[config.mk]
export PLATFORM = sky130hd
export DESIGN_NAME = hub75_capture
export DESIGN_NICKNAME = d
export VERILOG_FILES = /design/src/rtl/hub75_capture.sv
export SDC_FILE = /design/constraint.sdc
export NUM_CORES = 1
export LEC_CHECK = 0
export CAP_MARGIN = 20
export CORE_ASPECT_RATIO = 2
export CORE_MARGIN = 2
export CORE_UTILIZATION = 50
export DETAILED_ROUTE_END_ITERATION = 10
export PLACE_DENSITY = 0.83
export SYNTH_ARGS = -nofsm -noshare
export SYNTH_HDL_FRONTEND = slang
export SYNTH_SLANG_ARGS = --single-unit
[constraint.sdc]
create_clock -name clk -period 6 [get_ports clk]
set_input_delay 0.9 -clock clk [delete_from_list [all_inputs] [get_ports clk]]
set_output_delay 0.9 -clock clk [all_outputs]
set_load 0.02 [all_outputs]
[src/rtl/hub75_capture.sv]
// HUB75 panel bus snooper: reassembles shifted pixel lines into a row memory
// and reports line/frame timing, output-enable on-time and line-length errors.
module hub75_capture #(
  parameter int length   = 5,
  parameter int scan_bit = 2
) (
  input  logic                       clk,
  input  logic                       reset,
  input  logic                       sclk,
  input  logic                       latch,
  input  logic                       oe_b,
  input  logic [2:0]                 rgb1,
  input  logic [2:0]                 rgb2,
  input  logic [scan_bit-1:0]        select,
  input  logic [scan_bit-1:0]        rd_row,
  input  logic [$clog2(length)-1:0]  rd_col,
  output logic [2:0]                 rd_rgb1,
  output logic [2:0]                 rd_rgb2,
  output logic                       line_valid,
  output logic [scan_bit-1:0]        line_row,
  output logic [15:0]                on_count,
  output logic                       frame_done,
  output logic                       err_short,
  output logic                       err_long
);
  localparam int rows  = 2**scan_bit;
  localparam int col_w = $clog2(length);
  localparam int cnt_w = $clog2(length + 2);
  localparam logic [cnt_w-1:0]    cnt_len  = cnt_w'(length);
  localparam logic [cnt_w-1:0]    cnt_max  = cnt_w'(length + 1);
  localparam logic [col_w:0]      col_lim  = (col_w + 1)'(length);
  localparam logic [scan_bit-1:0] last_row = '1;

  logic             sclk_q;
  logic             latch_q;
  logic             armed;
  logic             sclk_rise;
  logic             latch_rise;
  logic [5:0]       shreg      [length];
  logic [5:0]       shreg_next [length];
  logic [5:0]       mem        [rows][length];
  logic [cnt_w-1:0] bit_cnt;
  logic [cnt_w-1:0] bit_cnt_next;
  logic [15:0]      on_cnt;
  logic [15:0]      on_cnt_next;

  // armed stays low for the first cycle after reset so a level that is
  // already high at release only loads the edge registers
  assign sclk_rise  = armed & sclk & ~sclk_q;
  assign latch_rise = armed & latch & ~latch_q;

  // shifted view is what a same-cycle latch must capture
  always_comb begin
    for (int i = 0; i < length - 1; i++) begin
      shreg_next[i] = sclk_rise ? shreg[i+1] : shreg[i];
    end
    shreg_next[length-1] = sclk_rise ? {rgb1, rgb2} : shreg[length-1];
  end

  always_comb begin
    bit_cnt_next = bit_cnt;
    if (sclk_rise && bit_cnt != cnt_max) begin
      bit_cnt_next = bit_cnt + 1'b1;
    end
    on_cnt_next = on_cnt;
    if (!oe_b && on_cnt != 16'hFFFF) begin
      on_cnt_next = on_cnt + 16'd1;
    end
  end

  always_ff @(posedge clk or posedge reset) begin
    if (reset) begin
      sclk_q     <= 1'b0;
      latch_q    <= 1'b0;
      armed      <= 1'b0;
      bit_cnt    <= '0;
      on_cnt     <= '0;
      on_count   <= '0;
      line_valid <= 1'b0;
      line_row   <= '0;
      frame_done <= 1'b0;
      err_short  <= 1'b0;
      err_long   <= 1'b0;
      rd_rgb1    <= '0;
      rd_rgb2    <= '0;
      for (int i = 0; i < length; i++) begin
        shreg[i] <= '0;
      end
      for (int r = 0; r < rows; r++) begin
        for (int i = 0; i < length; i++) begin
          mem[r][i] <= '0;
        end
      end
    end else begin
      sclk_q     <= sclk;
      latch_q    <= latch;
      armed      <= 1'b1;
      line_valid <= latch_rise;
      frame_done <= latch_rise && (select == last_row);
      for (int i = 0; i < length; i++) begin
        shreg[i] <= shreg_next[i];
      end

      // non-blocking read sees the row as it was before any same-cycle write
      if ({1'b0, rd_col} < col_lim) begin
        rd_rgb1 <= mem[rd_row][rd_col][5:3];
        rd_rgb2 <= mem[rd_row][rd_col][2:0];
      end else begin
        rd_rgb1 <= '0;
        rd_rgb2 <= '0;
      end

      if (latch_rise) begin
        for (int i = 0; i < length; i++) begin
          mem[select][i] <= shreg_next[i];
        end
        line_row <= select;
        if (bit_cnt_next < cnt_len) begin
          err_short <= 1'b1;
        end
        if (bit_cnt_next > cnt_len) begin
          err_long <= 1'b1;
        end
        on_count <= on_cnt_next;
        on_cnt   <= '0;
        bit_cnt  <= '0;
      end else begin
        on_cnt   <= on_cnt_next;
        bit_cnt  <= bit_cnt_next;
      end
    end
  end
endmodule

==> results of run 1 <==
[registers in the layout, summed over array words and instances (netlist names)]
name and flops:
frame_done 1, err_long 1, line_valid 1, err_short 1, shreg 30, line_row 2, rd_rgb2 3, on_count 16
on_cnt 16, latch_q 1, sclk_q 1, armed 1, rd_rgb1 3, mem 120, bit_cnt 3
[cells in the mapped netlist (3+ instances only)]
library cell	instances
nand3_1	27
a21oi_1	16
a22oi_1	6
a2bb2oi_1	6
a31oi_1	8
clkbuf_1	39
nand2b_1	4
ha_1	3
dfrtp_1	200
and3_1	3
buf_2	9
nand3b_1	5
or4_1	8
o31ai_1	9
nor2b_1	5
and2_1	4
nor4_1	3
o21ai_0	127
inv_1	36
nor2_1	17
mux4_2	12
mux2i_1	68
nor3_1	10
nand2_1	160
nand4_1	7
[per-stage QoR]
step / cell area (sq um) / hold WS, ns / cells
global placement: 9210 / 0.456 / 1036
global route: 9810 / 0.503 / 1069
detailed placement: 9230 / 0.462 / 1037
finish: 9810 / 0.478 / 1069
CTS: 9810 / 0.481 / 1069
floorplan: 8620 / 0.445 / 825
[critical path, cell delays in order]
cell and delay, ns:
clkdlybuf4s50_1 0.45, nand3b_1 0.49, buf_4 0.52, mux2i_1 0.47, o21ai_0 0.15
[per-layer routing]
layer	part of all wire, %	global-route usage [%]
met2	54	38.1
met3	3.1	3.71
met1	39	24.7
met5	0	0
met4	3.9	10.8
[final timing paths]
path	startpoint	to	slack, ns	cells past startpoint
min reg2reg	mem[99]	mem[99]	0.48	2
min in group asynchronous	reset	shreg[10]	1.07	3
max in group asynchronous	reset	mem[38]	4.10	3
min	mem[99]	mem[99]	0.48	2
max	sclk	mem[116]	3.26	5
max reg2reg	on_cnt[0]	on_count[13]	3.56	6
[power by group through the flow]
| stage | Clock, uW | Combinational (uW) | Sequential [uW] |
|---|---|---|---|
| 4_1_cts | 1120 | 726 | 1910 |
| 3_3_place_gp | 0 | 682 | 1920 |
| 6_report | 1100 | 714 | 1910 |
| 2_1_floorplan | 0 | 487 | 1900 |
| 5_1_grt | 1180 | 823 | 1960 |
| 3_5_place_dp | 0 | 716 | 1940 |
[area by class of cell]
type	instances	area (sq um)	share of cell area, %
Tap cell	207	259	2.64
Clock inverter	15	149	1.52
Sequential cell	200	5000	51.0
Multi-Input combinational cell	537	3270	33.4
Inverter	37	143	1.45
Clock buffer	17	425	4.34
Timing Repair Buffer	56	553	5.64
[cell usage in the layout (no fill, tap or decap), types with 4 or more instances in the layout]
cell | Yosys | layout
inv_1 | 36 | 35
dfrtp_1 | 200 | 200
nand2_1 | 160 | 160
a21oi_1 | 16 | 16
a31oi_1 | 8 | 8
nand3_1 | 27 | 26
nor2_1 | 17 | 17
or4_1 | 8 | 8
a2bb2oi_1 | 6 | 6
and2_1 | 4 | 4
o31ai_1 | 9 | 9
clkdlybuf4s50_1 | 0 | 44
buf_4 | 1 | 9
mux4_2 | 12 | 12
nor2b_1 | 5 | 5
mux2i_1 | 68 | 68
a22oi_1 | 6 | 6
o21ai_0 | 127 | 127
inv_6 | 0 | 6
nand3b_1 | 5 | 5
nand2b_1 | 4 | 4
clkbuf_16 | 0 | 17
nand4_1 | 7 | 7
nor3_1 | 10 | 10
[cell families (layout without fill, tap and decap cells)]
| family | after synthesis | in the layout | share of synthesized area (%) |
|---|---|---|---|
| AOI/OAI and AO/OA | 184 | 184 | 11.9 |
| adders and majority gates | 3 | 3 | 0.436 |
| and+or+nand+nor | 268 | 268 | 14.4 |
| buffers and inverters | 88 | 125 | 4.01 |
| DFF | 200 | 200 | 58.1 |
| xor gates and xnor gates | 1 | 1 | 0.102 |
| other | 1 | 1 | 0.0435 |
| muxes | 80 | 80 | 11.0 |
==> metrics.txt, run 1 <==
status completed; Syn Inst Count 825; Synth Net Count 846; Chip Width 96.8 microns; CTS hold repair buffers 0; Setup Viol. Count Final 0; Seq pwr share 51.3%; port bufs 45; routability cong. 0.876; CTS tree done; Syn. warnings 0; first-pass GRT wire length 31.2 mm; CP max FO 24; #FFs+latches synth 200; Pre-antenna DRT Iters 4; share of layout cells above drive strength 1 7.54%; Max Clock Skew 0.0134 ns; post-layout min period 2.74 ns; max_slew headroom 26.5%; Cell variety after synth 50; Pwr Total 3730 uW; clock tree buffer depth 2; Die H 190 microns; antenna cells 0; largest net degree at the start of global routing 201; H-tree depth 4; vias per cell 5.76; pre-CTS setup slack 2.82 ns; 1st-iter DRT viols 351; Fin. Hold Viols 0; max cap viols 0; via count 6153; ys async rst share 100%; Sink Count 200; max-slew violation count 0; die area 0.0184 sq mm; global route overflow 0; Power Dens Cells 381 mW/mm^2; vias in the first global route 6237; Clock Root Buffer clkbuf_16; RSZ-0062 raised after global routing false; Area Overhead vs Synth 13.8%; fin crit share 45.7%; initial antenna violation count 0; switching pwr 1170 uW; Worst Setup End Kind register; Power Internal 2560 uW; Comb power frac 19.1%; worst hold path class reg -> reg; crit path launch type input port; FMAX 364 MHz; Num CTS Buffers 17; post-synth top area cell dfrtp_1; Worst-path clk slew 0.07 ns; row cnt 67; CP Class in -> reg; Fin Setup TNS 0 ns; nets@finish 870; clock network power share 29.6%; Clock Latency Late Sink 0.44 ns; switching part of the total power 31.3%; antenna viol nets, final 0; Worst-Margin Slew 1.10 ns; Routed wire per std cell 17.3 microns; Total GRT Usage 21.4%; CTS resizes 0; largest cells by area after synthesis dfrtp_1 58%, mux2i_1 7.9%, o21ai_0 7.4%, nand2_1 7.0%, mux4_2 3.1%; Leak 0.00467 uW; synthesized area per cell 10.4 sq um; Setup WS post-layout 3.26 ns; Syn Std Cell Area 0.00862 sq mm; Yosys top cell area share 58.1%; Post-synth EDFFs 0; prevailing post-synth register cell dfrtp_1; Final Util 58.2%; WP data required 6.27 ns; Crit path arrival time 3.01 ns; Initial Util 51.1%; VDD IR-drop max 0.000247 V; # DRC 0; fillers 1365; total setup buffers inserted after CTS 0; io pins 46; Post-DP HPWL 12.1 mm; core area 0.0168 sq mm; sequential element share of the synthesized area 58.1%; drt total wl 18.5 mm
No activity file was read; power rests on OpenSTA's default activity.
==> inputs of run 2 (changes only) <==
- clock period: 6 -> 2.3 ns (I/O delays scaled with it)
==> run 2 against run 1 <==
Effect of this change:
- via count is 3.2% higher
- utilization rose by 2.3 points
- first-iteration DRC count up 2.8%
==> metrics.txt, run 2 (synthesis gave the netlist of run 1 again) <==
status completed (unchanged); nets@finish 900 (was 870); Chip Width 96.8 microns (unchanged); Setup Viol. Count Final 0 (unchanged); io pins 46 (unchanged); clock tree buffer depth 2 (unchanged); r2r startpoint on_cnt[0] (unchanged); RSZ-0062 raised after global routing false (unchanged); fin crit share 88.9%; H-tree depth 4 (unchanged); WP data required 2.65 ns (was 6.27 ns); most flop-heavy register mem (unchanged); share of layout cells above drive strength 1 10.5% (was 7.54%); clock network power share 29.9% (was 29.6%); total setup buffers inserted after CTS 0 (unchanged); max reg flops 120 (unchanged); Fin. Hold Viols 0 (unchanged); Clock Root Buffer clkbuf_16 (unchanged); die area 0.0184 sq mm (unchanged); port bufs 45 (unchanged); VDD IR-drop max 0.000538 V (was 0.000247 V); vias in the first global route 6499 (was 6237); critical path launch point on_cnt[0] (was sclk); Setup WS post-layout 0.255 ns (was 3.26 ns); Leak 0.00489 uW (was 0.00467 uW); post-layout min period 2.05 ns; Seq pwr share 50.6% (was 51.3%); Area Overhead vs Synth 18.3% (was 13.8%); CTS tree done (unchanged); Worst Setup End Kind register (unchanged); Power Dens Cells 972 mW/mm^2 (was 381 mW/mm^2); Clock Latency Late Sink 0.44 ns (about the same); global route overflow 0 (unchanged); antenna viol nets, final 0 (unchanged); CTS hold repair buffers 0 (unchanged); Initial Util 51.1% (unchanged); Die H 190 microns (unchanged); Post-DP HPWL 13.1 mm (was 12.1 mm); worst hold path class in -> async (was reg -> reg); routability cong. 0.971 (was 0.876); max-slew violation count 0 (unchanged); CP max FO 7 (was 24); max cap viols 0 (unchanged); row cnt 67 (unchanged); switching pwr 3070 uW (was 1170 uW); top flop regs mem x120, shreg x30 (unchanged); CTS resizes 0 (unchanged); vias per cell 5.78 (was 5.76); Power Internal 6840 uW (was 2560 uW); Finished Cell Area 0.0102 sq mm (was 0.00981 sq mm); first-pass GRT wire length 32.8 mm (was 31.2 mm); Worst-path clk slew 0.07 ns (about the same); max_slew headroom 58.3% (was 26.5%); Num CTS Buffers 17 (unchanged); via count 6347 (was 6153); crit path launch type register (was input port); most common cell after layout, fill and taps aside dfrtp_1 (unchanged); # DRC 0 (unchanged); Total GRT Usage 22.5% (was 21.4%); Sink Count 200 (unchanged); initial antenna violation count 0 (unchanged); DP Area 0.00961 sq mm (was 0.00923 sq mm); Final Util 60.5% (was 58.2%); Routed wire per std cell 17.9 microns (was 17.3 microns); drt total wl 19.7 mm (was 18.5 mm); 1st-iter DRT viols 361 (was 351); largest net degree at the start of global routing 78 (was 201); FMAX 489 MHz; switching part of the total power 31.0% (was 31.3%); Crit path arrival time 2.39 ns (was 3.01 ns); Worst-Margin Slew 0.623 ns (was 1.10 ns); antenna cells 0 (unchanged); pre-CTS setup slack 0.204 ns (was 2.82 ns); commonest cells after routing, fill and taps aside 200 x dfrtp_1, 160 x nand2_1, 127 x o21ai_0 (unchanged); Comb power frac 19.5% (was 19.1%); Pre-antenna DRT Iters 5 (was 4); CP Class reg -> reg (was in -> reg); hold_ws 0.261 ns (was 0.478 ns); Max Clock Skew 0.0121 ns (was 0.0134 ns); core area 0.0168 sq mm (unchanged)
==> run 2: layout make-up <==
cell class / count / area, sq um
clock buffers: 18 / 429
well taps: 207 / 259
fillers: 1281 / 6650
flip-flops and latches: 200 / 5000
repair buffers: 86 / 928
inverters: 37 / 143
multi-input cells: 537 / 3270
clock inverters: 14 / 160
==> run 2: layer usage <==
layer / track usage (%) / vias to the layer above / wire, microns
met2: 41.4 / 198 / 10900
met4: 10.8 / 0 / 662
met3: 3.67 / 47 / 815
met1: 25.2 / 3133 / 7310
li1: - / 2969 / -
met5: 0 / - / 0
==> run 2: power groups by stage <==
stage | registers [uW] | clock network, uW | logic (uW)
after floorplan | 4960 | 0 | 1270
after global placement | 5000 | 0 | 1830
after detailed placement | 5060 | 0 | 1910
after CTS | 5010 | 3020 | 1950
after global routing | 5110 | 3160 | 2180
final | 5020 | 2970 | 1930
==> run 2: final timing paths <==
check | to | slack [ns] | cells past startpoint
worst max-delay path | on_count[2] | 0.25 | 5
worst min-delay path | mem[105] | 0.26 | 2
worst max register to register | on_count[2] | 0.25 | 5
worst min register to register | mem[64] | 0.48 | 2
max in group asynchronous | shreg[11] | 1.32 | 3
min in group clk | latch_q | 0.38 | 1
==> run 2: worst max-delay path, cell delays in order (launching register included) <==
cell,delay [ns]
dfrtp_1,0.45
ha_1,0.21
nand4_1,0.24
or4_4,0.62
and3_1,0.20
o31ai_1,0.22
==> run 2: per-stage QoR <==
stage	TNS, ns	cells	power, uW
after CTS	0	1099	9980
after global routing	0	1099	10500
after detailed placement	0	1067	6980
final	0	1099	9910
after floorplan	-126.67	825	6230
after global placement	0	1067	6820
